File: src/rtl/fibo_sched_pkg.sv
// Shared types and constants for the Fibonacci calculator scheduler.
package fibo_sched_pkg;

  localparam int FIBO_MAX_N = 24;  // F(25) no longer fits in 16 bits
  localparam int FIBO_W     = 16;
  localparam int IDX_W      = 5;

  typedef enum logic [2:0] {
    IDLE,
    ARB,
    CRST,
    SETTLE,
    START,
    WAIT,
    RESP
  } sched_state_t;

endpackage

File: src/rtl/rr_arbiter.sv
// Round-robin arbiter: combinational one-hot grant starting at an internal
// pointer, which advances past the winner whenever a grant is taken.
module rr_arbiter #(
  parameter int NUM_REQ = 4
) (
  input  logic                       clk,
  input  logic                       reset_n,
  input  logic [NUM_REQ-1:0]         req,
  input  logic                       enable,
  output logic [NUM_REQ-1:0]         grant,
  output logic [$clog2(NUM_REQ)-1:0] grant_id
);

  localparam int ID_W = $clog2(NUM_REQ);

  logic [ID_W-1:0] ptr;
  logic            found;
  int              idx;

  // NOTE: every variable written here gets a default first, so no path
  // leaves it unassigned and no latch is inferred.
  always_comb begin
    grant    = '0;
    grant_id = '0;
    found    = 1'b0;
    idx      = 0;
    for (int k = 0; k < NUM_REQ; k++) begin
      idx = int'(ptr) + k;
      if (idx >= NUM_REQ) idx = idx - NUM_REQ;
      if (!found && req[idx]) begin
        found      = 1'b1;
        grant[idx] = 1'b1;
        grant_id   = ID_W'(idx);
      end
    end
  end

  // NOTE: state registers use non-blocking assignments so every flop
  // samples pre-edge values regardless of process ordering.
  always_ff @(posedge clk) begin
    if (!reset_n) begin
      ptr <= '0;
    end else if (enable && found) begin
      ptr <= (grant_id == ID_W'(NUM_REQ - 1)) ? '0 : grant_id + 1'b1;
    end
  end

endmodule

File: src/rtl/fibo_scheduler.sv
// Shares one Fibonacci calculator between NUM_REQ requesters: round-robin
// grant, calculator reset/begin sequencing, and an ID-tagged response port.
module fibo_scheduler
  import fibo_sched_pkg::*;
#(
  parameter int NUM_REQ       = 4,
  parameter int RST_CYCLES    = 2,
  parameter int SETTLE_CYCLES = 2,
  parameter int BEGIN_CYCLES  = 2,
  parameter int TIMEOUT       = 64
) (
  input  logic                       clk,
  input  logic                       reset_n,
  input  logic [NUM_REQ-1:0]         req_valid,
  input  logic [NUM_REQ*5-1:0]       req_n,
  output logic [NUM_REQ-1:0]         req_ready,
  output logic                       resp_valid,
  input  logic                       resp_ready,
  output logic [$clog2(NUM_REQ)-1:0] resp_id,
  output logic [15:0]                resp_value,
  output logic                       resp_err,
  output logic                       calc_reset_n,
  output logic [4:0]                 calc_input_s,
  output logic                       calc_begin_fibo,
  input  logic [15:0]                calc_fibo_out,
  input  logic                       calc_done
);

  localparam int ID_W  = $clog2(NUM_REQ);
  localparam int CNT_W = $clog2(RST_CYCLES + SETTLE_CYCLES + BEGIN_CYCLES + TIMEOUT + 1);

  sched_state_t      state, state_d;
  logic [CNT_W-1:0]  cnt, cnt_d;
  logic [ID_W-1:0]   job_id, job_id_d;
  logic [IDX_W-1:0]  job_n, job_n_d;
  logic [NUM_REQ-1:0] req_ready_d, grant;
  logic [ID_W-1:0]   grant_id;
  logic              resp_valid_d, resp_err_d;
  logic [ID_W-1:0]   resp_id_d;
  logic [FIBO_W-1:0] resp_value_d;
  logic              calc_reset_n_d, calc_begin_fibo_d;
  logic [IDX_W-1:0]  calc_input_s_d;
  logic              arb_en;

  // ARB spends one cycle choosing (req_ready still low) and one pulsing the grant.
  assign arb_en = (state == ARB) && (req_ready == '0);

  rr_arbiter #(.NUM_REQ(NUM_REQ)) u_arb (
    .clk      (clk),
    .reset_n  (reset_n),
    .req      (req_valid),
    .enable   (arb_en),
    .grant    (grant),
    .grant_id (grant_id)
  );

  always_comb begin
    state_d      = state;
    cnt_d        = cnt + 1'b1;
    job_id_d     = job_id;
    job_n_d      = job_n;
    req_ready_d  = '0;
    resp_valid_d = resp_valid;
    resp_id_d    = resp_id;
    resp_value_d = resp_value;
    resp_err_d   = resp_err;

    case (state)
      IDLE: if (|req_valid) state_d = ARB;

      ARB: begin
        if (req_ready == '0) begin
          if (|grant) begin
            req_ready_d = grant;
            job_id_d    = grant_id;
            job_n_d     = req_n[int'(grant_id)*IDX_W +: IDX_W];
          end else begin
            state_d = IDLE;
          end
        end else if (job_n > IDX_W'(FIBO_MAX_N)) begin
          state_d      = RESP;
          resp_valid_d = 1'b1;
          resp_id_d    = job_id;
          resp_value_d = '0;
          resp_err_d   = 1'b1;
        end else begin
          state_d = CRST;
        end
      end

      CRST:   if (cnt == CNT_W'(RST_CYCLES - 1))    state_d = SETTLE;
      SETTLE: if (cnt == CNT_W'(SETTLE_CYCLES - 1)) state_d = START;
      START:  if (cnt == CNT_W'(BEGIN_CYCLES - 1))  state_d = WAIT;

      WAIT: begin
        if (calc_done) begin
          state_d      = RESP;
          resp_valid_d = 1'b1;
          resp_id_d    = job_id;
          resp_value_d = calc_fibo_out;
          resp_err_d   = 1'b0;
        end else if (cnt == CNT_W'(TIMEOUT - 1)) begin
          state_d      = RESP;
          resp_valid_d = 1'b1;
          resp_id_d    = job_id;
          resp_value_d = '0;
          resp_err_d   = 1'b1;
        end
      end

      RESP: begin
        if (resp_ready) begin
          resp_valid_d = 1'b0;
          state_d      = (|req_valid) ? ARB : IDLE;
        end
      end

      default: state_d = IDLE;
    endcase

    if (state_d != state) cnt_d = '0;

    // Calculator pins are registered from the next state so they line up with it.
    calc_reset_n_d    = (state_d inside {SETTLE, START, WAIT});
    calc_begin_fibo_d = (state_d == START);
    calc_input_s_d    = calc_reset_n_d ? job_n_d : '0;
  end

  always_ff @(posedge clk) begin
    if (!reset_n) begin
      state           <= IDLE;
      cnt             <= '0;
      job_id          <= '0;
      job_n           <= '0;
      req_ready       <= '0;
      resp_valid      <= 1'b0;
      resp_id         <= '0;
      resp_value      <= '0;
      resp_err        <= 1'b0;
      calc_reset_n    <= 1'b0;
      calc_input_s    <= '0;
      calc_begin_fibo <= 1'b0;
    end else begin
      state           <= state_d;
      cnt             <= cnt_d;
      job_id          <= job_id_d;
      job_n           <= job_n_d;
      req_ready       <= req_ready_d;
      resp_valid      <= resp_valid_d;
      resp_id         <= resp_id_d;
      resp_value      <= resp_value_d;
      resp_err        <= resp_err_d;
      calc_reset_n    <= calc_reset_n_d;
      calc_input_s    <= calc_input_s_d;
      calc_begin_fibo <= calc_begin_fibo_d;
    end
  end

endmodule

File: config.mk
export PLATFORM = sky130hd
export DESIGN_NAME = fibo_scheduler
export DESIGN_NICKNAME = d
export VERILOG_FILES = /design/src/rtl/fibo_sched_pkg.sv /design/src/rtl/rr_arbiter.sv /design/src/rtl/fibo_scheduler.sv
export SDC_FILE = /design/constraint.sdc
export NUM_CORES = 1
export LEC_CHECK = 0
export BUFFER_PORTS_ARGS = -buffer_cell sky130_fd_sc_hd__clkbuf_2
export CAP_MARGIN = 20
export CORE_MARGIN = 8
export CORE_UTILIZATION = 35
export DETAILED_ROUTE_END_ITERATION = 8
export GPL_TIMING_DRIVEN = 1
export PLACE_DENSITY = 0.6
export SLEW_MARGIN = 20
export SYNTH_ARGS = -nofsm -noshare
export SYNTH_HDL_FRONTEND = slang
export SYNTH_SLANG_ARGS = --single-unit
File: constraint.sdc
create_clock -name clk -period 2.6 [get_ports clk]
set_input_delay 0.52 -clock clk [delete_from_list [all_inputs] [get_ports clk]]
set_output_delay 0.52 -clock clk [all_outputs]
set_load 0.01 [all_outputs]
Word level (Yosys, flattened, before mapping)
Cells that the tools add are included.
{"block": "totals", "ram_bits": 0, "output_inout_bits": 31, "n_memories": 0, "regBits": 50, "mem_bits_ro": 0, "inputBits": 44, "wordCells": 153, "latch_bits": 0}
{"block": "op_classes", "eq_ne": 17, "bitwise_logic": 4, "n_reduce_logical": 25, "shifts": 1, "mul": 1, "n_addsub": 9, "magnitude_cmp": 13, "div": 0, "mux": 70}
{"operator": "$ge 32x1->1 const B", "count": 4}
{"operator": "$lt 32x4->1 const B", "count": 4}
{"operator": "$mux 32", "count": 4}
{"operator": "$ge 32x4->1 const B", "count": 3}
{"operator": "$sub 32x4->32 const B", "count": 3}
{"operator": "$mux 16", "count": 4}
{"operator": "$pmux 16 s2", "count": 1}
{"operator": "$mux 3", "count": 10}
{"operator": "$mux 1", "count": 23}
{"operator": "$pmux 3 s7", "count": 1}
{"operator": "$shiftx 20x6->5", "count": 1}
{"operator": "$mux 2", "count": 9}
{"operator": "$mux 4", "count": 4}
{"operator": "$eq 3x3->1 const B", "count": 5}
{"operator": "$mux 5", "count": 3}
{"operator": "$or 4x4->4", "count": 3}
{"operator": "$eq 3x2->1 const B", "count": 3}
{"operator": "$logic_and 1x1->1", "count": 9}
{"operator": "$bmux 1 s2", "count": 4}
{"operator": "$demux 1 s2", "count": 4}
{"operator": "$reduce_and 4->1", "count": 2}
{"operator": "$reduce_or 4->1", "count": 2}
{"operator": "$add 7x1->7 const B", "count": 1}
{"operator": "$eq 7x1->1 const B", "count": 1}
{"operator": "27 further kinds", "count": 32}

Longest topological paths before layout
{"block": "depth", "word_depth": 22, "mapped_depth": 12}

Hierarchy
From an unflattened synthesis, not the netlist that was laid out.
{"block": "hier_totals", "hier_cells": 273, "hier_area_um2": 2721.4}
{"mod": "fibo_scheduler", "instances": 1, "cells_each": 213, "area_each_um2": 2164.6}
{"mod": "rr_arbiter", "instances": 1, "cells_each": 60, "area_each_um2": 556.8}

Least setup slack after synthesis
Ideal clock, no wire load.
{"block": "synth_path", "path_type": "reg2reg", "startpoint": "reg with a tool-made name", "endpoint": "reg job_n[2]", "required_time_ns": 2.531, "arrival_time_ns": 2.671, "slack_ns": -0.140, "path_stages_with_launch": 13, "synth_period_minus_slack_ns": 2.740, "setup_time_ns": 0.069, "cell_sequence": "dfxtp_1 -> buf_2 -> inv_2 -> ha_1 -> buf_2 -> or3b_1 -> a2111o_1 -> nand3_2 -> a22oi_2 -> a41oi_4 -> buf_6 -> nand3_1 -> o21ai_1"}
{"item": "end signal: assignment", "line": "fibo_scheduler.sv:147", "rtl": "job_n <= job_n_d;"}
{"item": "end: declaration", "line": "fibo_scheduler.sv:35", "rtl": "logic [IDX_W-1:0] job_n, job_n_d;"}

Worst setup path after layout
{"block": "layout_path", "startpoint": "reg u_arb.ptr[1]", "endpoint": "reg job_n[2]"}
{"block": "layout_between", "elab_chain_len": 20}
{"item": "start: declaration", "line": "rr_arbiter.sv:16", "rtl": "logic [ID_W-1:0] ptr;"}
{"item": "start signal: assignment", "line": "rr_arbiter.sv:44", "rtl": "ptr <= (grant_id == ID_W'(NUM_REQ - 1)) ? '0 : grant_id + 1'b1;"}
{"item": "branches (longest 17 deep; another with $sub 32x4->32)"}
{"item": "$mux 5 *", "line": "fibo_scheduler.sv:73", "rtl": "if (|grant) begin"}
{"item": "$mux 5 *", "line": "fibo_scheduler.sv:72", "rtl": "if (req_ready == '0) begin"}
{"item": "$mux 5 *", "line": "fibo_scheduler.sv:68", "rtl": "case (state)"}
Mark *: on every way between the ends. The select of a mux whose other input is x is not followed.
A chain may end at the register's enable or synchronous reset.

==> impl_metrics.tcl <==
set metrics [dict create \
    fin_crit_sh 0.939 \
    syn2layout_area_growth_pct 27.5 \
    maxCapViolCount 0 \
    postCtsSetupRepairBufs 0 \
    grt_busiest_layer "met2" \
    die_area_mm2 0.0110 \
    synthArstFlopShare 0 \
    fmax_mhz 410 \
    worst_slew_pin_slew_ns 0.763 \
    clk_latency_ns 0.30 \
    drive_above_1_share 0.361 \
    grt-ovfl-total 0 \
    initial_core_util 0.359 \
    ys_warn_count 0 \
    run_status "complete, no violations" \
    syn_inst 296 \
    ys.flop_type "dfxtp_1" \
    stdcell_area_mm2 0.00351 \
    viasPerCell 5.09 \
    worst-path-buf-inv 2 \
    cts_resized 0 \
    hold_buffers 0 \
    rows 32 \
    avgSynthCellArea_um2 9.31 \
    worstSetupStartpointType "flop" \
    htreeDepth 2 \
    critical_path_class "reg -> reg" \
    die-width_um 105 \
    vdd_ir_drop_max_v 0.000506 \
    cts-root-buf "clkbuf_8" \
    cp_top_family "compound AO/OA/AOI/OAI gates" \
    cts_tree "built" \
    routedWlPerCell_um 14.4 \
    slowest_stage "mux2_4" \
    io_pins 75 \
    fillers 769 \
    power.leakage_nw 1.47 \
    port_buffers 74 \
    nets 430 \
    maxSlewViolCount 0 \
    critPathMaxFanout 13 \
    grt_start_max_net_pins 21 \
    antenna_found_initial 0 \
    hold_path_class "in -> reg" \
    synth_edf_count 0 \
    path_cells "buf_4 > mux2_4 > mux2_4 > a211o_1 > a22oi_2 > a41oi_4 > buf_4 > nand3_1 > o21ai_1" \
    layout_min_cycle_time_ns 2.44 \
    clock-sinks 50 \
    drtIter0Drc 83 \
    dieHeight_um 105 \
    synth.distinct_cells 58 \
    met1_usage 0.161 \
    power_density_mw_per_mm2 957 \
    via_count 2440 \
    grt_pass1_wl_mm 11.6 \
    final-setup-viol-count 0 \
    grt_pass1_vias 2427 \
    relSlewSlack 0.485 \
    cp_data_required_time_ns 2.80 \
    arrival_ns 2.64 \
    route.detailed.drc 0 \
    multi_input_area_mm2 0.00170 \
    wirelength_mm 6.90 \
    seq_area_frac_synth 0.363 \
    end_kind "flop" \
    antenna_cells 0 \
    clk_transition_reported_paths_ns 0.09 \
    place_area_mm2 0.00333 \
    netlist_area_mm2 0.00276 \
    grtUsageMet3 0.0307 \
    dp_hpwl_mm 5.27 \
    coreArea_mm2 0.00769 \
    finalSetupTns_ns 0 \
    gp_congestion 0.793 \
    clock-skew-final_ns 0.00354 \
    syn_nets 350 \
    numCtsBuffers 5 \
    area.sequential_mm2 0.00100 \
    use_met2 0.197 \
    rsz0062_at_grt "false" \
    track_usage 0.123 \
    synth_seq_cells 50 \
    ant_nets 0 \
    critPathMaxStageDelay_ns 0.34 \
    finalHoldViolCount 0 \
    cts_buffer_depth 2 \
    first_pass_iters 5 \
]
==> synthesized netlist by cell type, types with 2 or more instances <==
cell      instances  area share
o21ai_0           7       0.013
mux2_4            3       0.016
mux4_2            8       0.065
xnor2_1           5       0.016
ha_1             10       0.045
and2_1            8       0.018
nor3b_1           2      0.0054
o22ai_1           3      0.0068
clkbuf_1         10       0.014
xor2_1            2      0.0064
mux2i_1           8       0.029
o211ai_1          2      0.0054
nor3_1            4      0.0073
nand3b_1          3      0.0082
a221o_2           2      0.0082
a21oi_1           7       0.013
inv_1             7      0.0095
nor2_1           40       0.054
dfxtp_1          50        0.36
o21ai_1           9       0.016
a21o_1            2      0.0054
nand4b_1          3      0.0095
nand2_1          26       0.035
nand2b_1          5       0.011
a211oi_1          3      0.0082
a22oi_1          16       0.044
or4_1             3      0.0082
nand3_1           9       0.016
mux2_2            2      0.0082
buf_6             2      0.0082
o311ai_0          2      0.0064
nor2b_1           2      0.0045
buf_2             6       0.011
==> cells by family after synthesis <==
family / count (synthesis) / share of synthesized area
adders and majority gates: 10 / 0.0454
buffers and inverters: 27 / 0.0449
muxes: 21 / 0.119
DFF: 50 / 0.363
xor gates and xnor gates: 7 / 0.0222
AOI/OAI and AO/OA: 69 / 0.196
and+or+nand+nor: 112 / 0.209
==> worst paths after layout <==
path	start	to	slack, ns	cells after the start
max	u_arb.ptr[1]	job_n[2]	0.16	9
min	calc_fibo_out[1]	resp_value[1]	0.45	3
max reg2reg	u_arb.ptr[1]	job_n[2]	0.16	9
min reg2reg	job_id[1]	job_id[1]	0.46	2
==> placed cells by master, fill, tap and decap left out, types with 2 or more instances in the layout <==
cell and count:
o21ai_0 6, nor2_1 40, o21ai_1 10, nand3_1 9, nand3b_1 3, nor3_1 3
xnor2_1 5, xor2_1 2, dfxtp_1 48, a21o_1 2, nand4b_1 3, o211ai_1 2
and2_1 8, nand2_1 26, dfxtp_2 2, o22ai_1 3, mux4_2 8, a211oi_1 3
clkbuf_8 6, mux2i_1 6, nand2b_1 4, a22oi_1 16, or4_1 3, clkbuf_2 74
a221o_2 2, mux2_4 4, ha_1 9, bufinv_16 2, a21oi_1 7, nor2b_1 2
inv_1 7, buf_4 16
==> sequential cells by signal, indices dropped and copies added (netlist names), named ones only <==
| register | count |
|---|---|
| calc_reset_n | 1 |
| resp_valid | 1 |
| job_n | 5 |
| u_arb.ptr | 1 |
| calc_begin_fibo | 1 |
| job_id | 2 |
| calc_input_s | 5 |
| resp_value | 16 |
| resp_id | 2 |
| cnt | 7 |
| req_ready | 4 |
| state | 3 |
| resp_err | 1 |
==> worst register-to-register path, delay by kind of cell (launching register included) <==
kind	cells	cell delay [ns]
buffers and inverters	2	0.43
and+or+nand+nor	1	0.10
AOI/OAI and AO/OA	4	0.82
muxes	2	0.66
DFF	1	0.33
==> cell type report <==
cell class / instances / share of cell area
sequential: 50 / 0.286
timing repair buffer: 91 / 0.143
clock inverter: 2 / 0.0171
clock buffer: 6 / 0.0235
tap: 102 / 0.0363
multi-input combinational: 219 / 0.484
inverter: 9 / 0.0103
==> power breakdown <==
part / total, W / switching [W] / leakage, nW / internal, W
Combinational: 0.00171 / 0.000876 / 0.995 / 0.000838
Sequential: 0.000976 / 0.0000966 / 0.405 / 0.000880
Clock: 0.000670 / 0.000260 / 0.0714 / 0.000410
Total: 0.00336 / 0.00123 / 1.47 / 0.00213
==> layer usage <==
metal | wire length [um] | vias up
met5 | 0 | -
met4 | 33 | 0
met3 | 297 | 5
met2 | 3350 | 54
met1 | 3220 | 1154
li1 | - | 1227
==> through the flow <==
stage                      util  power, W  hold slack (ns)  instances  worst slack [ns]
final                     0.457   0.00336            0.453        479             0.159
after global routing      0.457   0.00361            0.444        479           0.00105
after CTS                 0.452   0.00332            0.447        479            0.0524
after detailed placement  0.433   0.00265            0.449        471            0.0493
after global placement    0.433   0.00264            0.446        471            0.0969
after floorplan               -   0.00226            0.428        296           0.00107
(Power assumes the default switching activity.)
